[src/rtl/interboard_pkg.sv]
// interboard_pkg: definitions shared by both halves of the board-to-board link
// (the sender here and the far-side receiver).
//   - message type codes carried in the header beat
//   - position of the header flag inside a 6-bit beat
//   - transmit-side state encoding
//   - beat encoders, so both ends agree on the frame layout
package interboard_pkg;

  // Message type codes (3 bits, carried in beat0[2:0])
  localparam logic [2:0] MSG_RESET  = 3'd0;
  localparam logic [2:0] MSG_START  = 3'd1;
  localparam logic [2:0] MSG_SELECT = 3'd2;
  localparam logic [2:0] MSG_GUESS  = 3'd3;
  localparam logic [2:0] MSG_WIN    = 3'd4;
  localparam logic [2:0] MSG_ACKNUM = 3'd5;

  // Bit 5 of a beat marks the header (first) beat of a frame
  localparam int HDR_BIT = 5;

  // Transmit sequencer states
  typedef enum logic [2:0] {
    IDLE    = 3'd0,
    SETUP   = 3'd1,
    WAIT_HI = 3'd2,
    WAIT_LO = 3'd3,
    RECOVER = 3'd4
  } tx_state_t;

  // Header beat: flag set, two reserved zero bits, then the message type
  function automatic logic [5:0] enc_beat0(input logic [2:0] msg_type);
    logic [5:0] w_beat;
    w_beat          = {3'b000, msg_type};
    w_beat[HDR_BIT] = 1'b1;
    return w_beat;
  endfunction

  // Payload beat: flag clear, then the 5-bit number
  function automatic logic [5:0] enc_beat1(input logic [4:0] number);
    return {1'b0, number};
  endfunction

  // True when the type code is one the link defines (codes 6 and 7 are spare)
  function automatic logic is_known_msg(input logic [2:0] msg_type);
    logic w_known;
    case (msg_type)
      MSG_RESET, MSG_START, MSG_SELECT,
      MSG_GUESS, MSG_WIN, MSG_ACKNUM: w_known = 1'b1;
      default:                        w_known = 1'b0;
    endcase
    return w_known;
  endfunction

endpackage

[src/rtl/sync_ff.sv]
// sync_ff: multi-flop synchroniser for a single asynchronous level.
// Used for Ack_in on the sender and reusable for Request_in on the receiver.
// Ports:
//   clk      - destination clock
//   rst      - synchronous, active-high reset (clears every stage)
//   i_async  - asynchronous input level
//   o_sync   - input level delayed by SYNC_STAGES clocks, safe to use in clk domain
module sync_ff #(
  parameter int SYNC_STAGES = 2
) (
  input  logic clk,
  input  logic rst,
  input  logic i_async,
  output logic o_sync
);

  logic [SYNC_STAGES-1:0] r_sync;

  // Shift chain: stage 0 may go metastable, later stages give it time to settle
  always_ff @(posedge clk) begin
    if (rst) begin
      r_sync <= {SYNC_STAGES{1'b0}};
    end else begin
      r_sync <= {r_sync[SYNC_STAGES-2:0], i_async};
    end
  end

  assign o_sync = r_sync[SYNC_STAGES-1];

endmodule

[src/rtl/interboard_sender.sv]
// interboard_sender: transmit half of the board-to-board link.
// Takes one control message (type + number) from the local game controller and
// sends it as a two-beat frame over a four-phase Request/Ack handshake.
// Ports:
//   clk            - system clock
//   rst            - synchronous, active-high reset
//   ctrl_en        - one-cycle strobe: send {ctrl_msg_type, ctrl_number}
//   ctrl_msg_type  - message type, sampled when ctrl_en && inter_ready
//   ctrl_number    - payload number (0..24), sampled with ctrl_msg_type
//   inter_ready    - high when idle and able to accept ctrl_en
//   Ack_in         - asynchronous acknowledge from the far board
//   Request_out    - four-phase request to the far board
//   inter_data_out - current beat to the far board
//   tx_done        - one-cycle pulse: frame fully acknowledged
//   tx_error       - one-cycle pulse: frame aborted on Ack timeout
module interboard_sender
  import interboard_pkg::*;
#(
  parameter int SETUP_CYCLES = 1,
  parameter int ACK_TIMEOUT  = 1_000_000,
  parameter int SYNC_STAGES  = 2
) (
  input  logic       clk,
  input  logic       rst,
  input  logic       ctrl_en,
  input  logic [2:0] ctrl_msg_type,
  input  logic [4:0] ctrl_number,
  output logic       inter_ready,
  input  logic       Ack_in,
  output logic       Request_out,
  output logic [5:0] inter_data_out,
  output logic       tx_done,
  output logic       tx_error
);

  localparam int TIMER_W = (ACK_TIMEOUT > 1) ? $clog2(ACK_TIMEOUT) : 1;
  localparam int SETUP_W = (SETUP_CYCLES > 1) ? $clog2(SETUP_CYCLES) : 1;
  localparam logic [TIMER_W-1:0] TIMER_LAST = TIMER_W'(ACK_TIMEOUT - 1);
  localparam logic [SETUP_W-1:0] SETUP_LAST = SETUP_W'(SETUP_CYCLES - 1);

  tx_state_t            r_state;
  logic                 r_beat;       // 0 = header beat in flight, 1 = payload beat
  logic [TIMER_W-1:0]   r_timer;      // cycles spent waiting for the current Ack edge
  logic [SETUP_W-1:0]   r_setup_cnt;  // cycles data has been stable before Request
  logic [4:0]           r_number;     // payload held until the second beat
  logic                 r_request;
  logic [5:0]           r_data;
  logic                 r_ready;
  logic                 r_done;
  logic                 r_error;
  logic                 w_ack_sync;

  sync_ff #(
    .SYNC_STAGES (SYNC_STAGES)
  ) u_ack_sync (
    .clk     (clk),
    .rst     (rst),
    .i_async (Ack_in),
    .o_sync  (w_ack_sync)
  );

  // Frame sequencer: state, beat, timers and every registered output
  always_ff @(posedge clk) begin
    if (rst) begin
      r_state     <= IDLE;
      r_beat      <= 1'b0;
      r_timer     <= {TIMER_W{1'b0}};
      r_setup_cnt <= {SETUP_W{1'b0}};
      r_number    <= 5'd0;
      r_request   <= 1'b0;
      r_data      <= 6'd0;
      r_ready     <= 1'b1;
      r_done      <= 1'b0;
      r_error     <= 1'b0;
    end else begin
      // Status outputs are single-cycle pulses unless set below
      r_done  <= 1'b0;
      r_error <= 1'b0;

      case (r_state)
        IDLE: begin
          r_request <= 1'b0;
          if (ctrl_en) begin
            // Header goes on the bus right away so it has the full setup window
            r_data      <= enc_beat0(ctrl_msg_type);
            r_number    <= ctrl_number;
            r_beat      <= 1'b0;
            r_setup_cnt <= {SETUP_W{1'b0}};
            r_ready     <= 1'b0;
            r_state     <= SETUP;
          end else begin
            r_ready <= 1'b1;
          end
        end

        SETUP: begin
          if (r_setup_cnt == SETUP_LAST) begin
            r_request <= 1'b1;
            r_timer   <= {TIMER_W{1'b0}};
            r_state   <= WAIT_HI;
          end else begin
            r_setup_cnt <= r_setup_cnt + SETUP_W'(1);
          end
        end

        WAIT_HI: begin
          if (w_ack_sync) begin
            r_request <= 1'b0;
            r_timer   <= {TIMER_W{1'b0}};
            r_state   <= WAIT_LO;
          end else if (r_timer == TIMER_LAST) begin
            // Ack is still low here, so nothing to wait out: abort straight to idle
            r_error   <= 1'b1;
            r_request <= 1'b0;
            r_data    <= 6'd0;
            r_beat    <= 1'b0;
            r_ready   <= 1'b1;
            r_state   <= IDLE;
          end else begin
            r_timer <= r_timer + TIMER_W'(1);
          end
        end

        WAIT_LO: begin
          if (!w_ack_sync) begin
            if (!r_beat) begin
              // Header acknowledged: present the payload and run a fresh setup window
              r_beat      <= 1'b1;
              r_data      <= enc_beat1(r_number);
              r_setup_cnt <= {SETUP_W{1'b0}};
              r_state     <= SETUP;
            end else begin
              r_done  <= 1'b1;
              r_data  <= 6'd0;
              r_beat  <= 1'b0;
              r_ready <= 1'b1;
              r_state <= IDLE;
            end
          end else if (r_timer == TIMER_LAST) begin
            // Ack is stuck high: park until the far side releases it
            r_error   <= 1'b1;
            r_request <= 1'b0;
            r_data    <= 6'd0;
            r_beat    <= 1'b0;
            r_state   <= RECOVER;
          end else begin
            r_timer <= r_timer + TIMER_W'(1);
          end
        end

        RECOVER: begin
          r_request <= 1'b0;
          if (!w_ack_sync) begin
            r_ready <= 1'b1;
            r_state <= IDLE;
          end else begin
            r_ready <= 1'b0;
          end
        end

        default: begin
          r_state   <= IDLE;
          r_request <= 1'b0;
          r_data    <= 6'd0;
          r_beat    <= 1'b0;
          r_ready   <= 1'b1;
        end
      endcase
    end
  end

  assign inter_ready    = r_ready;
  assign Request_out    = r_request;
  assign inter_data_out = r_data;
  assign tx_done        = r_done;
  assign tx_error       = r_error;

endmodule

[config.mk]
export PLATFORM = sky130hd
export DESIGN_NAME = interboard_sender
export DESIGN_NICKNAME = d
export VERILOG_FILES = /design/src/rtl/interboard_pkg.sv /design/src/rtl/sync_ff.sv /design/src/rtl/interboard_sender.sv
export SDC_FILE = /design/constraint.sdc
export NUM_CORES = 1
export LEC_CHECK = 0
export ABC_AREA = 0
export ABC_CLOCK_PERIOD_IN_PS = 2100
export CORE_ASPECT_RATIO = 0.8
export CORE_UTILIZATION = 58
export CTS_BUF_LIST = sky130_fd_sc_hd__clkbuf_4
export CTS_CLUSTER_DIAMETER = 30
export CTS_CLUSTER_SIZE = 16
export DETAILED_ROUTE_END_ITERATION = 6
export PLACE_DENSITY = 0.91
export SYNTH_ARGS = -nofsm -noshare
export SYNTH_HDL_FRONTEND = slang
export SYNTH_SLANG_ARGS = --single-unit
[constraint.sdc]
create_clock -name clk -period 2.1 [get_ports clk]
set_input_delay 0.42 -clock clk [delete_from_list [all_inputs] [get_ports clk]]
set_output_delay 0.42 -clock clk [all_outputs]
set_load 0.03 [all_outputs]
==> results of run 1 <==
-- synth_stat cells, types with 2 or more instances --
cell       n  share of area
nand4_1    4          0.013
o211ai_1   4          0.015
nor4_1     4          0.013
a21oi_1   20          0.051
nor3b_1    3          0.011
or2b_1     2         0.0076
and3_1     4          0.013
o21ai_0   10          0.025
or2_2      3         0.0095
nand4_2    2          0.013
clkbuf_1   3         0.0057
o21ai_1    2         0.0051
nor2b_1    3         0.0095
a21o_1     2         0.0076
a32o_1     2          0.010
nor4b_1    2         0.0089
mux2i_1    2          0.010
inv_1      6          0.011
and2_1     4          0.013
and4_1     3          0.013
or4_1      3          0.011
nor3_1     4          0.010
a22oi_1    3          0.011
nand2_1   30          0.057
xor2_1     9          0.040
a31oi_1    2         0.0063
dfxtp_1   41           0.42
nor2_1    21          0.040
nand2b_1   4          0.013
nand3_1   11          0.028
buf_4      2         0.0076
o22ai_1    2         0.0063
-- area by class of cell --
class	count	area, µm²
Inverter	6	22.52
Tap cell	40	50.05
Sequential cell	41	820.8
Clock inverter	3	65.06
Clock buffer	5	37.54
Timing Repair Buffer	32	292.8
Fill cell	215	773.2
Multi-Input combinational cell	180	1091
-- cells by family after synthesis --
logic type                 Yosys count  share of synthesized area
DFF                                 41                     0.4165
muxes                                2                    0.01016
adders and majority gates            1                   0.006348
xor gates and xnor gates             9                    0.04000
and+or+nand+nor                    112                     0.3168
buffers and inverters               13                    0.03301
AOI/OAI and AO/OA                   56                     0.1772
-- routing by layer --
| layer | GRT usage | vias to the layer above | routed length [µm] |
|---|---|---|---|
| li1 | - | 914 | - |
| met5 | 0 | - | 0 |
| met1 | 0.3613 | 832 | 2128 |
| met3 | 0.06356 | 5 | 269 |
| met4 | 0.1312 | 0 | 34 |
| met2 | 0.3850 | 62 | 1867 |
-- metrics by stage --
step	cells	power [mW]	util	hold slack, ps
after detailed placement	299	1.066	0.7202	428.3
after floorplan	234	0.9800	-	413.8
final	307	1.681	0.7548	450.0
after global routing	307	1.750	0.7548	471.0
after global placement	299	1.061	0.7202	421.5
after CTS	307	1.683	0.7528	452.8
-- power by group --
part	switching, mW	total (mW)	internal, mW
clock	0.260	0.628	0.368
sequential	0.0210	0.825	0.804
combinational	0.135	0.227	0.0924
total	0.416	1.68	1.26
-- worst paths after layout --
kind | start | endpoint | slack (ps) | depth (start not counted)
worst max-delay path | r_state[2] | r_timer[15] | 200 | 5
worst min-delay path | u_ack_sync.r_sync[0] | u_ack_sync.r_sync[1] | 450 | 1
worst max register to register | r_state[2] | r_timer[15] | 200 | 5
worst min register to register | u_ack_sync.r_sync[0] | u_ack_sync.r_sync[1] | 450 | 1
-- registers in the layout (all words and copies together), names as in the netlist --
signal             flops
r_timer               20
inter_data_out         6
r_number               5
r_state                3
u_ack_sync.r_sync      2
Request_out            1
inter_ready            1
r_beat                 1
tx_done                1
tx_error               1
==> results.sh, run 1 <==
export IMPL_vias_per_cell=5.906
export IMPL_nets=279
export IMPL_antenna_cells=0
export IMPL_drtPass1Iterations=4
export IMPL_setup_viol=0
export IMPL_ant_nets=0
export IMPL_crit_path_cell_trace="nand2b_1 > o22ai_1 > or2_2 > or4_1 > o21ai_1"
export IMPL_tightest_slew_ps=674.6
export IMPL_grt_use_total=0.2636
export IMPL_hold_class="register to register"
export IMPL_crit_slowest_cell="dfxtp_1"
export IMPL_row_count=18
export IMPL_crit_family="simple AND/OR/NAND/NOR gates"
export IMPL_routed_wl_um=4300
export IMPL_root_buffer="clkbuf_4"
export IMPL_hold_viol=0
export IMPL_cts_buffer_depth=2
export IMPL_rsz0062_at_grt="false"
export IMPL_start_util=0.6250
export IMPL_end_kind="register"
export IMPL_ios=22
export IMPL_layout_common_cells="dfxtp_1 (41), nand2_1 (30), nor2_1 (21), clkdlybuf4s50_1 (21), a21oi_1 (20)"
export IMPL_die_width_um=67.17
export IMPL_final_common_cell="dfxtp_1"
export IMPL_start_kind="register"
export IMPL_antenna_found_initial=0
export IMPL_async_flop_share=0
export IMPL_synthCells=234
export IMPL_cts_buffers=5
export IMPL_slew_viol_final=0
export IMPL_slew_headroom=0.5494
export IMPL_timing_final_crit_share=0.9037
export IMPL_vias=1813
export IMPL_clkTransAtPathRegs_ps=120
export IMPL_ctsResizeCount=0
export IMPL_grt_pass1_wl_um=7017
export IMPL_synth_seq_cells=41
export IMPL_syn2layout_area_growth_pct=20.76
export IMPL_place_ws_ps=162.4
export IMPL_synth_flop_cell="dfxtp_1"
export IMPL_fin_tns_setup_ps=0
export IMPL_drv_cap=0
export IMPL_cts_htree_levels=2
export IMPL_cts_tree="done"
export IMPL_clk_latency_ps=360
export IMPL_grt_pass1_vias=1629
export IMPL_slowest_delay_ps=530
export IMPL_max_freq_ghz=0.5269
export IMPL_routedWlPerCell_um=14.01
export IMPL_syn_area_mm2=0.001971
export IMPL_synth_cell_types=49
export IMPL_gp_congestion=0.8696
export IMPL_dieArea_mm2=0.003636
export IMPL_grt_remaining_overflow=0
export IMPL_syn_nets=247
export IMPL_path_buf_inv=0
export IMPL_path_max_fanout=11
export IMPL_first_iter_violations=183
export IMPL_cp_data_arrival_time_ps=2190
export IMPL_post_cts_buffers=0
export IMPL_die_height_um=54.14
export IMPL_placed_area_mm2=0.002271
export IMPL_fin_crit_ps=1898
export IMPL_crit_type="register to register"
export IMPL_peakVddDrop_v=0.0005077
export IMPL_synth_edff_count=0
export IMPL_grt_max_degree=19
export IMPL_synth_avg_cell_area_um2=8.422
export IMPL_cp_required_ps=2400
export IMPL_clock_skew_ps=9.048
export IMPL_core_mm2=0.003153
export IMPL_final_area_mm2=0.002380
export IMPL_numClockSinks=41
export IMPL_numPortBuffers=21
export IMPL_layout_drive_gt1_share=0.1086
export IMPL_hpwl_um=3199
export IMPL_route_detailed_drc=0
export IMPL_ys_seq_area_frac=0.4165
export IMPL_hold_buffers=0
export IMPL_yosysWarnings=0
export IMPL_p_per_area_mw_per_mm2=706.2
export IMPL_cellLeakagePower_nw=0.8681
export IMPL_fin_ws_ps=202.2
export IMPL_status="finished clean"
No activity file was read; power rests on OpenSTA's default activity.
==> inputs of run 2 (changes only) <==
- CORE_MARGIN: unset -> 4
==> run 2 against run 1 <==
Effect of this change:
- die area up 21%
- power up 0.36%
- maximum frequency down 1.7%
- combinational power about the same
- first-iteration DRC count down 13%
==> results.sh, run 2 (synthesis gave the netlist of run 1 again) <==
export IMPL_grt_remaining_overflow=0
export IMPL_cp_data_arrival_time_ps=2240
export IMPL_ant_nets=0
export IMPL_setup_viol=0
export IMPL_numPortBuffers=21
export IMPL_nets=279
export IMPL_routed_wl_um=4598
export IMPL_tightest_slew_ps=684.9
export IMPL_pwr_share_seq=0.489
export IMPL_cts_tree="done"
export IMPL_hold_slack_ps=461.7
export IMPL_clock_skew_ps=9.375
export IMPL_p_sw_frac=0.2501
export IMPL_grt_use_total=0.2266
export IMPL_path_max_fanout=4
export IMPL_final_common_cell="dfxtp_1"
export IMPL_p_total_mw=1.687
export IMPL_hold_class="register to register"
export IMPL_first_iter_violations=160
export IMPL_hold_viol=0
export IMPL_layout_drive_gt1_share=0.1049
export IMPL_dieArea_mm2=0.004400
export IMPL_grt_pass1_vias=1631
export IMPL_cts_buffers=5
export IMPL_post_cts_buffers=0
export IMPL_antenna_found_initial=0
export IMPL_finalNonFillerCells=307
export IMPL_largest_register="r_timer"
export IMPL_intPower_mw=1.265
export IMPL_timing_final_crit_share=0.9194
export IMPL_end_kind="register"
export IMPL_grt_pass1_wl_um=7610
export IMPL_vias_per_cell=5.997
export IMPL_status="finished clean"
export IMPL_p_switching_mw=0.4219
export IMPL_clkTransAtPathRegs_ps=120
export IMPL_core_mm2=0.003176
export IMPL_start_kind="register"
export IMPL_fin_util=0.7474
export IMPL_clk_latency_ps=360
export IMPL_vias=1841
export IMPL_root_buffer="clkbuf_4"
export IMPL_fin_tns_setup_ps=0
export IMPL_rsz0062_at_grt="false"
export IMPL_cp_required_ps=2410
export IMPL_row_count=18
export IMPL_crit_type="register to register"
export IMPL_drv_cap=0
export IMPL_gp_congestion=0.8409
export IMPL_ios=22
export IMPL_place_inst=299
export IMPL_route_detailed_drc=0
export IMPL_fill_cells=237
export IMPL_pwr_share_comb=0.135
export IMPL_start_util=0.6206
export IMPL_largest_reg_flops=20
export IMPL_antenna_cells=0
export IMPL_routedWlPerCell_um=14.98
export IMPL_fin_crit_ps=1931
export IMPL_cts_htree_levels=2
export IMPL_grt_max_degree=22
export IMPL_drtPass1Iterations=4
export IMPL_numClockSinks=41
export IMPL_layout_common_cells="dfxtp_1 (41), nand2_1 (30), nor2_1 (21), clkdlybuf4s50_1 (21), a21oi_1 (20)"
export IMPL_hold_buffers=0
export IMPL_max_freq_ghz=0.5179
export IMPL_peakVddDrop_v=0.0005397
export IMPL_pwr_share_clk=0.377
export IMPL_slew_headroom=0.5425
export IMPL_syn2layout_area_growth_pct=20.44
export IMPL_p_per_area_mw_per_mm2=710.6
export IMPL_ctsResizeCount=0
export IMPL_die_width_um=73.17
export IMPL_cellLeakagePower_nw=0.8671
export IMPL_cts_buffer_depth=2
export IMPL_die_height_um=60.14
export IMPL_slew_viol_final=0
export IMPL_hpwl_um=3319
-- run 2: layer usage --
| metal | global-route usage | vias up | routed length (µm) |
|---|---|---|---|
| met3 | 0.04538 | 11 | 281 |
| li1 | - | 915 | - |
| met2 | 0.3376 | 61 | 2080 |
| met1 | 0.3143 | 854 | 2153 |
| met4 | 0.1026 | 0 | 82 |
| met5 | 0 | - | 0 |
-- run 2: layout make-up --
class	count	area (µm²)	share of cell area
clock buffer	5	37.54	0.01581
multi-input combinational	180	1085	0.4570
clock inverter	3	65.06	0.02741
inverter	6	22.52	0.009489
sequential	41	820.8	0.3458
timing repair buffer	32	292.8	0.1234
tap	40	50.05	0.02109
-- run 2: per-stage QoR --
step	setup slack, ps	cell area, µm²
2_1_floorplan	441.0	1971
3_3_place_gp	186.8	2271
3_5_place_dp	168.6	2271
4_1_cts	189.3	2374
5_1_grt	22.00	2374
6_report	169.3	2374
-- run 2: path summary, 6_finish.rpt --
| path | start | end | slack [ps] | cells after the start |
|---|---|---|---|---|
| worst max-delay path | r_timer[0] | r_timer[10] | 170 | 6 |
| worst min-delay path | r_number[2] | r_number[2] | 460 | 2 |
| worst max register to register | r_timer[0] | r_timer[10] | 170 | 6 |
| worst min register to register | r_number[2] | r_number[2] | 460 | 2 |
-- run 2: worst max-delay path, cell delays in order (launching register included) --
cell     delay, ps
dfxtp_1        400
ha_1           270
inv_1          140
nor4_4         360
nand3_1        160
or4b_1         470
o21ai_1         80
-- run 2: power groups by stage --
stage	clock network [mW]	registers, mW	logic (mW)
3_5_place_dp	0	0.842	0.224
6_report	0.635	0.825	0.227
5_1_grt	0.677	0.829	0.249
3_3_place_gp	0	0.841	0.218
4_1_cts	0.640	0.824	0.226
2_1_floorplan	0	0.854	0.126
